File: src/rtl/universal_shift_register8.sv
// universal_shift_register8: 8-bit register with hold, shift-left, shift-right
// and parallel-load modes. On shifts, serialin fills the vacated end. q is
// driven straight from the flops. reset is synchronous and takes priority
// over every mode.
module universal_shift_register8 (
  input  logic [8:1] inp,
  input  logic       serialin,
  input  logic       clk,
  input  logic       reset,
  output logic [8:1] q,
  input  logic [2:1] select
);

  localparam logic [2:1] SEL_HOLD  = 2'b00;
  localparam logic [2:1] SEL_LEFT  = 2'b01;
  localparam logic [2:1] SEL_RIGHT = 2'b10;
  localparam logic [2:1] SEL_LOAD  = 2'b11;

  logic [8:1] q_next;

  // Per-bit 4:1 mux choosing the next register value for the selected mode.
  // Every branch assigns all 8 bits, so no latch can be inferred.
  always_comb begin
    q_next = q;
    case (select)
      SEL_HOLD:  q_next = q;
      SEL_LEFT:  q_next = {q[7:1], serialin};
      SEL_RIGHT: q_next = {serialin, q[8:2]};
      SEL_LOAD:  q_next = inp;
      default:   q_next = q;
    endcase
  end

  // Register update; synchronous reset overrides the selected mode.
  always_ff @(posedge clk) begin
    if (reset) begin
      q <= 8'b0000_0000;
    end else begin
      q <= q_next;
    end
  end

endmodule

File: config.mk
export PLATFORM = sky130hd
export DESIGN_NAME = universal_shift_register8
export DESIGN_NICKNAME = d
export VERILOG_FILES = /design/src/rtl/universal_shift_register8.sv
export SDC_FILE = /design/constraint.sdc
export NUM_CORES = 1
export LEC_CHECK = 0
export ABC_CLOCK_PERIOD_IN_PS = 1800
export BUFFER_PORTS_ARGS = -buffer_cell sky130_fd_sc_hd__buf_2
export CAP_MARGIN = 0
export CORE_AREA = 2 2 39 41
export CTS_CLUSTER_SIZE = 28
export DETAILED_ROUTE_END_ITERATION = 10
export DIE_AREA = 0 0 41 43
export GPL_ROUTABILITY_DRIVEN = 0
export SKIP_LAST_GASP = 1
export SYNTH_ARGS = -nofsm -noshare
export SYNTH_HDL_FRONTEND = slang
export SYNTH_SLANG_ARGS = --single-unit
File: constraint.sdc
create_clock -name clk -period 1.8 [get_ports clk]
set_input_delay 0.09 -clock clk [delete_from_list [all_inputs] [get_ports clk]]
set_output_delay 0.09 -clock clk [all_outputs]
set_load 0.01 [all_outputs]
==> results of run 1 <==
==> cells in the mapped netlist <==
cell,number,area share
mux2i_1,16,0.38
dfxtp_1,8,0.38
o22ai_1,8,0.12
buf_1,1,0.0089
buf_12,1,0.047
buf_6,1,0.027
clkbuf_2,1,0.012
nand2b_1,1,0.015
or2_1,1,0.015
==> layout make-up <==
type,instances,share of cell area
multi-input cells,26,0.4238
flip-flops and latches,8,0.3048
repair buffers,20,0.1905
clock buffers,3,0.04286
well taps,16,0.03810
==> power by group through the flow <==
stage	clock network (mW)	logic (mW)	registers, mW
finish	0.132	0.0728	0.197
global route	0.150	0.0798	0.198
CTS	0.140	0.0734	0.197
detailed placement	0	0.0731	0.201
global placement	0	0.0725	0.201
floorplan	0	0.0481	0.205
==> kinds of logic after synthesis <==
kind of cell	count (synthesis)	synth area share
AO/OA/AOI/OAI	8	0.1183
buffers and inverters	4	0.09465
flip-flops	8	0.3787
multiplexers	16	0.3787
AND/OR/NAND/NOR	2	0.02960
==> metal layers <==
layer	GRT usage	up-vias	routed length (um)
li1	-	181	-
met1	0.1262	145	395
met2	0.1344	13	378
met3	0.04712	2	45
met4	0.1000	0	8
met5	0	-	0
==> worst register-to-register path, cell delays in order (launching register included) <==
cell and delay [ns]:
dfxtp_1 0.37, mux2i_1 0.09, o22ai_1 0.18
==> worst min-delay path by stage <==
stage	endpoint	slack [ns]
floorplan	q[8]	0.28
global placement	q[1]	0.37
detailed placement	q[6]	0.38
CTS	q[6]	0.12
global route	q[8]	0.13
finish	q[1]	0.13
==> qor.yml, run 1 <==
worst_setup_path:
  crit_slowest_cell: "dfxtp_1"
  critPathCaptureType: "primary output"
  cp-start-kind: "register"
  crit_path_max_incr_delay_ns: 0.37
  cp_cell_sequence: "buf_2"
  cp-endpoint: "q[7]"
  reg2reg_depth: 2
  rr_startpoint: "q[4]"
  r2r_end: "q[3]"
  path_delay_family: "flip-flops"
  crit_required_ns: 1.71
  worstPathArrival_ns: 0.77
  startpoint: "q[7]"
  rrSetupSlack_ns: 1.10
  critPathMaxFanout: 4
  path_depth: 1
  crit_type: "reg -> out"
  cp.buffers_inverters: 1
sta:
  setup_tns_ns: 0
  setup_ws_ns: 0.9408
  fin_crit_sh: 0.4774
  hold_ws_ns: 0.1320
  tightest_slew_ns: 0.4474
  fmaxAchievable_mhz: 1164
  min_period_ns: 0.8592
  fin_skew_ns: 0.001438
  rsz0062_at_grt: "no"
  setup-violations-final: 0
  hold_viol_final: 0
  relSlewSlack: 0.7017
  slew_viol_final: 0
pwr:
  p_int_uw: 302.1
  ir_drop_uv: 337.4
  power_frac_comb: 0.181
  power.total_uw: 402.1
  power_density_nw_per_um2: 765.2
  p_sw_frac: 0.2487
  p_seq_frac: 0.490
  p_leak_nw: 0.2687
  p_clk_frac: 0.329
  p_switching_uw: 99.98
finish:
  largest_reg_flops: 8
  utilization: 0.3797
  layout_common_cells: "20 x buf_2, 16 x mux2i_1, 8 x o22ai_1, 8 x dfxtp_1, 3 x clkbuf_4"
  fill_cells: 147
  diodes: 0
  final_common_cell: "buf_2"
  largest-register: "q"
  final-seq-area_um2: 160.2
  drive_gt1_frac: 0.4035
  final_cell_area_um2: 525.5
  reg_top3: "q (8)"
  nNetsFinal: 72
  finalNonFillerCells: 73
  multi_input_area_um2: 222.7
  syn2layout_area_growth_pct: 24.26
clocking:
  cts_root_buf: "clkbuf_4"
  clk_latency_ns: 0.25
  post_cts_buffers: 0
  cts_tree: "yes"
  path_clk_slew_ns: 0.05
  post_cts_resized: 0
  clk_path_buf_depth: 2
  htree_levels: 1
  postCtsHoldBufs: 0
  numCtsBuffers: 3
  cts.sinks: 8
synthesis:
  synth_cell_types: 9
  syn-num-nets: 51
  ys_seq_area_frac: 0.3787
  ys_ff_latch: 8
  ys_warn_count: 0
  syn_avg_cell_area_um2: 11.13
  syn-cell-area_um2: 422.9
  synth_cells: 38
global_route:
  grt_max_degree: 17
  grt_use_total: 0.1066
  grt_pass1_vias: 299
  grt_pass1_wl_um: 1200
  grt.overflow.total: 0
  antenna_found_initial: 0
floorplanning:
  die_h_um: 43
  ioPinCount: 21
  rows: 14
  dieArea_um2: 1763
  die_w_um: 41
  initial_utilization: 0.3056
  core_um2: 1384
routing:
  drt_iter0_markers: 1
  drc_errors: 0
  antenna_left: 0
  num_vias: 341
  vias_per_cell: 4.671
  wl_um: 827
  wl_per_cell_um: 11.33
  drtPass1Iterations: 2
placed_design:
  port_buffers: 20
  dpl_worst_slack_ns: 0.8491
  placed_area_um2: 503.0
  dp_hpwl_um: 606.2
  place_inst: 70
min_path:
  whs_path_depth: 3
  min_path_type: "in -> reg"
  hold_path_startpoint: "inp[1]"
job:
  maxCapViolations: 0
outcome:
  status: "finished, final reports clean"
Note: power is estimated with default switching activity, not from simulation.
==> run 2, diff against run 1 <==
--- a/config.mk
+++ b/config.mk
@@ -5,7 +5,7 @@
 export SDC_FILE = /design/constraint.sdc
 export NUM_CORES = 1
 export LEC_CHECK = 0
-export ABC_CLOCK_PERIOD_IN_PS = 1800
+export ABC_CLOCK_PERIOD_IN_PS = 800
 export BUFFER_PORTS_ARGS = -buffer_cell sky130_fd_sc_hd__buf_2
 export CAP_MARGIN = 0
 export CORE_AREA = 2 2 39 41
==> constraint.sdc (replaced) <==
create_clock -name clk -period 0.8 [get_ports clk]
set_input_delay 0.04 -clock clk [delete_from_list [all_inputs] [get_ports clk]]
set_output_delay 0.04 -clock clk [all_outputs]
set_load 0.01 [all_outputs]
==> run 2 against run 1 <==
Net effect:
- combinational power rose to 2.7 times the previous value
- clock power rose by 130%
- highest routed layer unchanged
- clock skew rose by 0.00097 ns
- utilization rose by 5.0 points
- critical path depth did not move
- non-clock buffer count rose by 2
- total power rose by 140%
==> qor.yml, run 2 (synthesized netlist as in run 1, its figures left out) <==
outcome:
  status: "finished, final reports clean"  # unchanged
sta:
  fmaxAchievable_mhz: 1299
  tightest_slew_ns: 0.2936  # was 0.4474 ns
  hold_viol_final: 0  # unchanged
  fin_crit_sh: 0.9625
  setup_tns_ns: 0  # unchanged
  slew_viol_final: 0  # unchanged
  setup-violations-final: 0  # unchanged
  relSlewSlack: 0.8043  # was 0.7017
  min_period_ns: 0.7700
  rsz0062_at_grt: "no"  # unchanged
  fin_skew_ns: 0.002413  # was 0.001438 ns
clocking:
  cts_tree: "yes"  # unchanged
  cts_root_buf: "clkbuf_4"  # unchanged
  clk_latency_ns: 0.25  # about the same
  numCtsBuffers: 3  # unchanged
  htree_levels: 1  # unchanged
  path_clk_slew_ns: 0.05  # about the same
  cts.sinks: 8  # unchanged
  clk_path_buf_depth: 2  # unchanged
routing:
  wl_per_cell_um: 11.49  # was 11.33 um
  drtPass1Iterations: 2  # unchanged
  vias_per_cell: 4.787  # was 4.671
  drc_errors: 0  # unchanged
  wl_um: 862  # was 827 um
  drt_iter0_markers: 2  # was 1
  antenna_left: 0  # unchanged
  num_vias: 359  # was 341
global_route:
  grt_pass1_wl_um: 1393  # was 1200 um
  grt_max_degree: 9  # was 17
  use_met2: 0.1500  # was 0.1344
  met1_usage: 0.1586  # was 0.1262
  grt_use_total: 0.1187  # was 0.1066
  grt_pass1_vias: 331  # was 299
  antenna_found_initial: 0  # unchanged
  grt_most_used_layer: "met1"  # was met2
  use_met3: 0.01571  # was 0.04712
  grt.overflow.total: 0  # unchanged
finish:
  reg_top3: "q (8)"  # unchanged
  final_cell_area_um2: 594.3  # was 525.5 um2
  diodes: 0  # unchanged
  final_common_cell: "buf_2"  # unchanged
  largest-register: "q"  # unchanged
  fill_cells: 135  # was 147
  drive_gt1_frac: 0.5593  # was 0.4035
  syn2layout_area_growth_pct: 40.53  # was 24.26%
  layout_common_cells: "17 x buf_2, 16 x mux2i_1, 8 x o22ai_1, 8 x dfxtp_2"  # was 20 x buf_2, 16 x mux2i_1, 8 x o22ai_1, 8 x dfxtp_1, 3 x clkbuf_4
  largest_reg_flops: 8  # unchanged
  final-seq-area_um2: 170.2  # was 160.2 um2
  multi_input_area_um2: 222.7  # unchanged
  nNetsFinal: 74  # was 72
worst_setup_path:
  cp.buffers_inverters: 1  # unchanged
  cp_cell_sequence: "buf_2"  # unchanged
  path_delay_family: "flip-flops"  # unchanged
  critPathMaxFanout: 4  # unchanged
  crit_required_ns: 0.76  # was 1.71 ns
  cp-start-kind: "register"  # unchanged
  crit_path_max_incr_delay_ns: 0.35  # was 0.37 ns
  worstPathArrival_ns: 0.73  # was 0.77 ns
  crit_type: "reg -> out"  # unchanged
  critPathCaptureType: "primary output"  # unchanged
  crit_slowest_cell: "dfxtp_2"  # was dfxtp_1
pwr:
  p_leak_nw: 0.2934  # was 0.2687 nW
  ir_drop_uv: 703.1  # was 337.4 uV
  power_density_nw_per_um2: 1594  # was 765.2 nW/um2
  power.total_uw: 947.2  # was 402.1 uW
floorplanning:
  ioPinCount: 21  # unchanged
  core_um2: 1384  # unchanged
  rows: 14  # unchanged
  die_h_um: 43  # unchanged
  die_w_um: 41  # unchanged
  initial_utilization: 0.3056  # unchanged
  dieArea_um2: 1763  # unchanged
placed_design:
  dp_hpwl_um: 651.7  # was 606.2 um
  placed_area_um2: 543.0  # was 503.0 um2
  port_buffers: 20  # unchanged
job:
  maxCapViolations: 0  # unchanged
min_path:
  min_path_type: "in -> reg"  # unchanged
## run 2: changes by cell type in the layout (fill, tap and decap cells not counted)
| cell | change |
|---|---|
| dfxtp_1 | -8 |
| buf_12 | +2 |
| buf_6 | +3 |
| buf_2 | -3 |
| dfxtp_2 | +8 |
## run 2: worst paths after layout
| check | from | endpoint | slack [ns] | cells after the start |
|---|---|---|---|---|
| setup / recovery | q[3] | q[3] | 0.03 | 1 |
| hold / removal | inp[6] | q[6] | 0.08 | 3 |
| setup reg to reg | q[4] | q[3] | 0.09 | 2 |
| hold reg to reg | q[3] | q[3] | 0.56 | 2 |
## run 2: report_power, final
part           internal (mW)  switching, mW  leakage, nW  total [mW]
Sequential             0.428         0.0233       0.0688       0.452
Combinational          0.114         0.0820        0.211       0.196
Clock                  0.171          0.128       0.0138       0.299
Total                  0.714          0.234        0.293       0.947
## run 2: layout make-up
type | instances | area share
clock buffers | 3 | 0.03789
multi-input cells | 26 | 0.3747
flip-flops and latches | 8 | 0.2863
well taps | 16 | 0.03368
repair buffers | 22 | 0.2674
## run 2: routing by layer
layer  part of all wire  wire length (um)  vias up
li1                   -                 -      187
met5                  0                 0        -
met2               0.48               415       13
met3              0.052                45        2
met1               0.46               394      157
met4             0.0081                 7        0
## run 2: stage by stage
step	setup slack, ns	hold WS [ns]	instances	utilization
global placement	0.03612	0.3230	72	0.3924
floorplan	0.1182	0.2287	38	-
global route	0.0007704	0.08421	75	0.4295
finish	0.03001	0.07834	75	0.4295
detailed placement	0.03458	0.3329	72	0.3924
CTS	0.01617	0.07221	75	0.4141
## run 2: worst reg2reg max path, delay by kind of cell (launching register included)
family	cells	cell delay [ns]
mux	1	0.14
compound gates	1	0.10
flops	1	0.33
## run 2: timing repair
item	in CTS	in global routing
hold buffers	0	0
setup endpoints to repair	6	5
gates resized for setup	6	5
setup buffers	0	0
==> run 3, diff against run 2 <==
==> constraint.sdc (replaced) <==
create_clock -name clk -period 0.8 [get_ports clk]
set_input_delay 0.04 -clock clk [delete_from_list [all_inputs] [get_ports clk]]
set_output_delay 0.04 -clock clk [all_outputs]
set_load 0.005 [all_outputs]
==> run 3 against run 2 <==
Net effect:
- via count unchanged
- sequential power about the same
- utilization fell by 1.4 points
- maximum frequency is 2.5% higher
- design area decreased by 3.4%
- setup slack better by 0.019 ns
- global-route usage unchanged
- combinational power is 9% lower
- sequential share of layout area is 0.78 points higher
- critical path depth is the same
- die area is the same
- critical path type unchanged
==> qor.yml, run 3 (synthesized netlist as in run 1, its figures left out) <==
outcome:
  status: "finished, final reports clean"  # unchanged
sta:
  slew_viol_final: 0  # unchanged
  setup_tns_ns: 0  # unchanged
  setup-violations-final: 0  # unchanged
  hold_viol_final: 0  # unchanged
  tightest_slew_ns: 0.2957  # was 0.2936 ns
  rsz0062_at_grt: "no"  # unchanged
  fin_crit_sh: 0.9393  # was 0.9625
  relSlewSlack: 0.8029  # was 0.8043
  min_period_ns: 0.7514  # was 0.7700 ns
  fmaxAchievable_mhz: 1331  # was 1299 MHz
  fin_skew_ns: 0.003219  # was 0.002413 ns
placed_design:
  dp_hpwl_um: 651.7  # unchanged
  port_buffers: 20  # unchanged
  placed_area_um2: 543.0  # unchanged
finish:
  fill_cells: 136  # was 135
  drive_gt1_frac: 0.5424  # was 0.5593
  diodes: 0  # unchanged
  final_common_cell: "buf_2"  # unchanged
  final_cell_area_um2: 574.3  # was 594.3 um2
  syn2layout_area_growth_pct: 35.80  # was 40.53%
  largest_reg_flops: 8  # unchanged
  reg_top3: "q (8)"  # unchanged
  nNetsFinal: 74  # unchanged
  layout_common_cells: "20 x buf_2, 16 x mux2i_1, 8 x o22ai_1"  # was 17 x buf_2, 16 x mux2i_1, 8 x o22ai_1, 8 x dfxtp_2
  largest-register: "q"  # unchanged
routing:
  drt_iter0_markers: 2  # unchanged
  num_vias: 359  # unchanged
  vias_per_cell: 4.787  # unchanged
  wl_per_cell_um: 11.67  # was 11.49 um
  drtPass1Iterations: 2  # unchanged
  drc_errors: 0  # unchanged
  antenna_left: 0  # unchanged
  wl_um: 875  # was 862 um
pwr:
  p_switching_uw: 222.8  # was 233.6 uW
  ir_drop_uv: 712.3  # was 703.1 uV
  p_sw_frac: 0.2406  # was 0.2467
  p_clk_frac: 0.323  # was 0.316
  power_density_nw_per_um2: 1612  # was 1594 nW/um2
  p_int_uw: 703.1  # was 713.5 uW
  power.total_uw: 925.9  # was 947.2 uW
  p_seq_frac: 0.485  # was 0.477
  power_frac_comb: 0.192  # was 0.207
  p_leak_nw: 0.2904  # was 0.2934 nW
global_route:
  grt_pass1_vias: 331  # unchanged
  antenna_found_initial: 0  # unchanged
  grt.overflow.total: 0  # unchanged
  grt_max_degree: 9  # unchanged
  grt_pass1_wl_um: 1393  # unchanged
  grt_use_total: 0.1187  # unchanged
floorplanning:
  die_w_um: 41  # unchanged
  initial_utilization: 0.3056  # unchanged
  ioPinCount: 21  # unchanged
  dieArea_um2: 1763  # unchanged
  core_um2: 1384  # unchanged
  rows: 14  # unchanged
  die_h_um: 43  # unchanged
min_path:
  hold_path_startpoint: "inp[1]"  # was inp[6]
  min_path_type: "in -> reg"  # unchanged
  whs_path_depth: 3  # unchanged
worst_setup_path:
  r2r_end: "q[3]"  # unchanged
  cp-endpoint: "q[3]"  # unchanged
  rrSetupSlack_ns: 0.09  # about the same
  crit_type: "reg -> out"  # unchanged
  path_delay_family: "flip-flops"  # unchanged
  critPathMaxFanout: 4  # unchanged
  cp_cell_sequence: "buf_2"  # unchanged
  worstPathArrival_ns: 0.71  # was 0.73 ns
  path_depth: 1  # unchanged
  startpoint: "q[3]"  # unchanged
  reg2reg_depth: 2  # unchanged
  crit_path_max_incr_delay_ns: 0.35  # about the same
  rr_startpoint: "q[4]"  # unchanged
  cp-start-kind: "register"  # unchanged
  crit_slowest_cell: "dfxtp_2"  # unchanged
  crit_required_ns: 0.76  # about the same
  cp.buffers_inverters: 1  # unchanged
  critPathCaptureType: "primary output"  # unchanged
job:
  maxCapViolations: 0  # unchanged
clocking:
  cts_tree: "yes"  # unchanged
  path_clk_slew_ns: 0.05  # about the same
  numCtsBuffers: 3  # unchanged
  clk_path_buf_depth: 2  # unchanged
  clk_latency_ns: 0.25  # about the same
  htree_levels: 1  # unchanged
  cts.sinks: 8  # unchanged
  cts_root_buf: "clkbuf_4"  # unchanged
[run 3: timing repair]
item / in CTS / in global routing
hold buffers: 0 / 0
resized for setup: 5 / 2
setup buffers: 0 / 0
setup endpoints to repair: 5 / 2
[run 3: power groups by stage]
stage               sequential (mW)  clock, mW  combinational (mW)
floorplan                     0.452          0               0.108
global placement              0.452          0               0.178
detailed placement            0.453          0               0.179
CTS                           0.447      0.319               0.180
global route                  0.452      0.350               0.193
finish                        0.449      0.299               0.178
[run 3: worst min path at each step]
stage,end,slack (ns)
finish,q[1],0.08
global route,q[4],0.08
CTS,q[1],0.07
detailed placement,q[1],0.33
global placement,q[1],0.32
floorplan,q[8],0.23
[run 3: per-layer routing]
metal / global-route usage / up-vias / wire (um)
li1: - / 187 / -
met1: 0.1586 / 157 / 403
met2: 0.1500 / 13 / 416
met4: 0.1200 / 0 / 7
met5: 0 / - / 0
met3: 0.01571 / 2 / 47
[run 3: stage by stage]
stage	setup WS (ns)	cells	utilization	hold slack (ns)
3_5_place_dp	0.03458	72	0.3924	0.3329
2_1_floorplan	0.1260	38	-	0.2287
4_1_cts	0.01268	75	0.4132	0.07221
6_report	0.04859	75	0.4150	0.07816
5_1_grt	0.004504	75	0.4150	0.08421
3_3_place_gp	0.03612	72	0.3924	0.3230
[run 3: area by class of cell]
type / count / area (um2) / share of cell area
clock buffer: 3 / 22.52 / 0.03922
multi-input combinational: 26 / 222.7 / 0.3878
sequential: 8 / 168.9 / 0.2941
tap: 16 / 20.02 / 0.03486
timing repair buffer: 22 / 140.1 / 0.2440
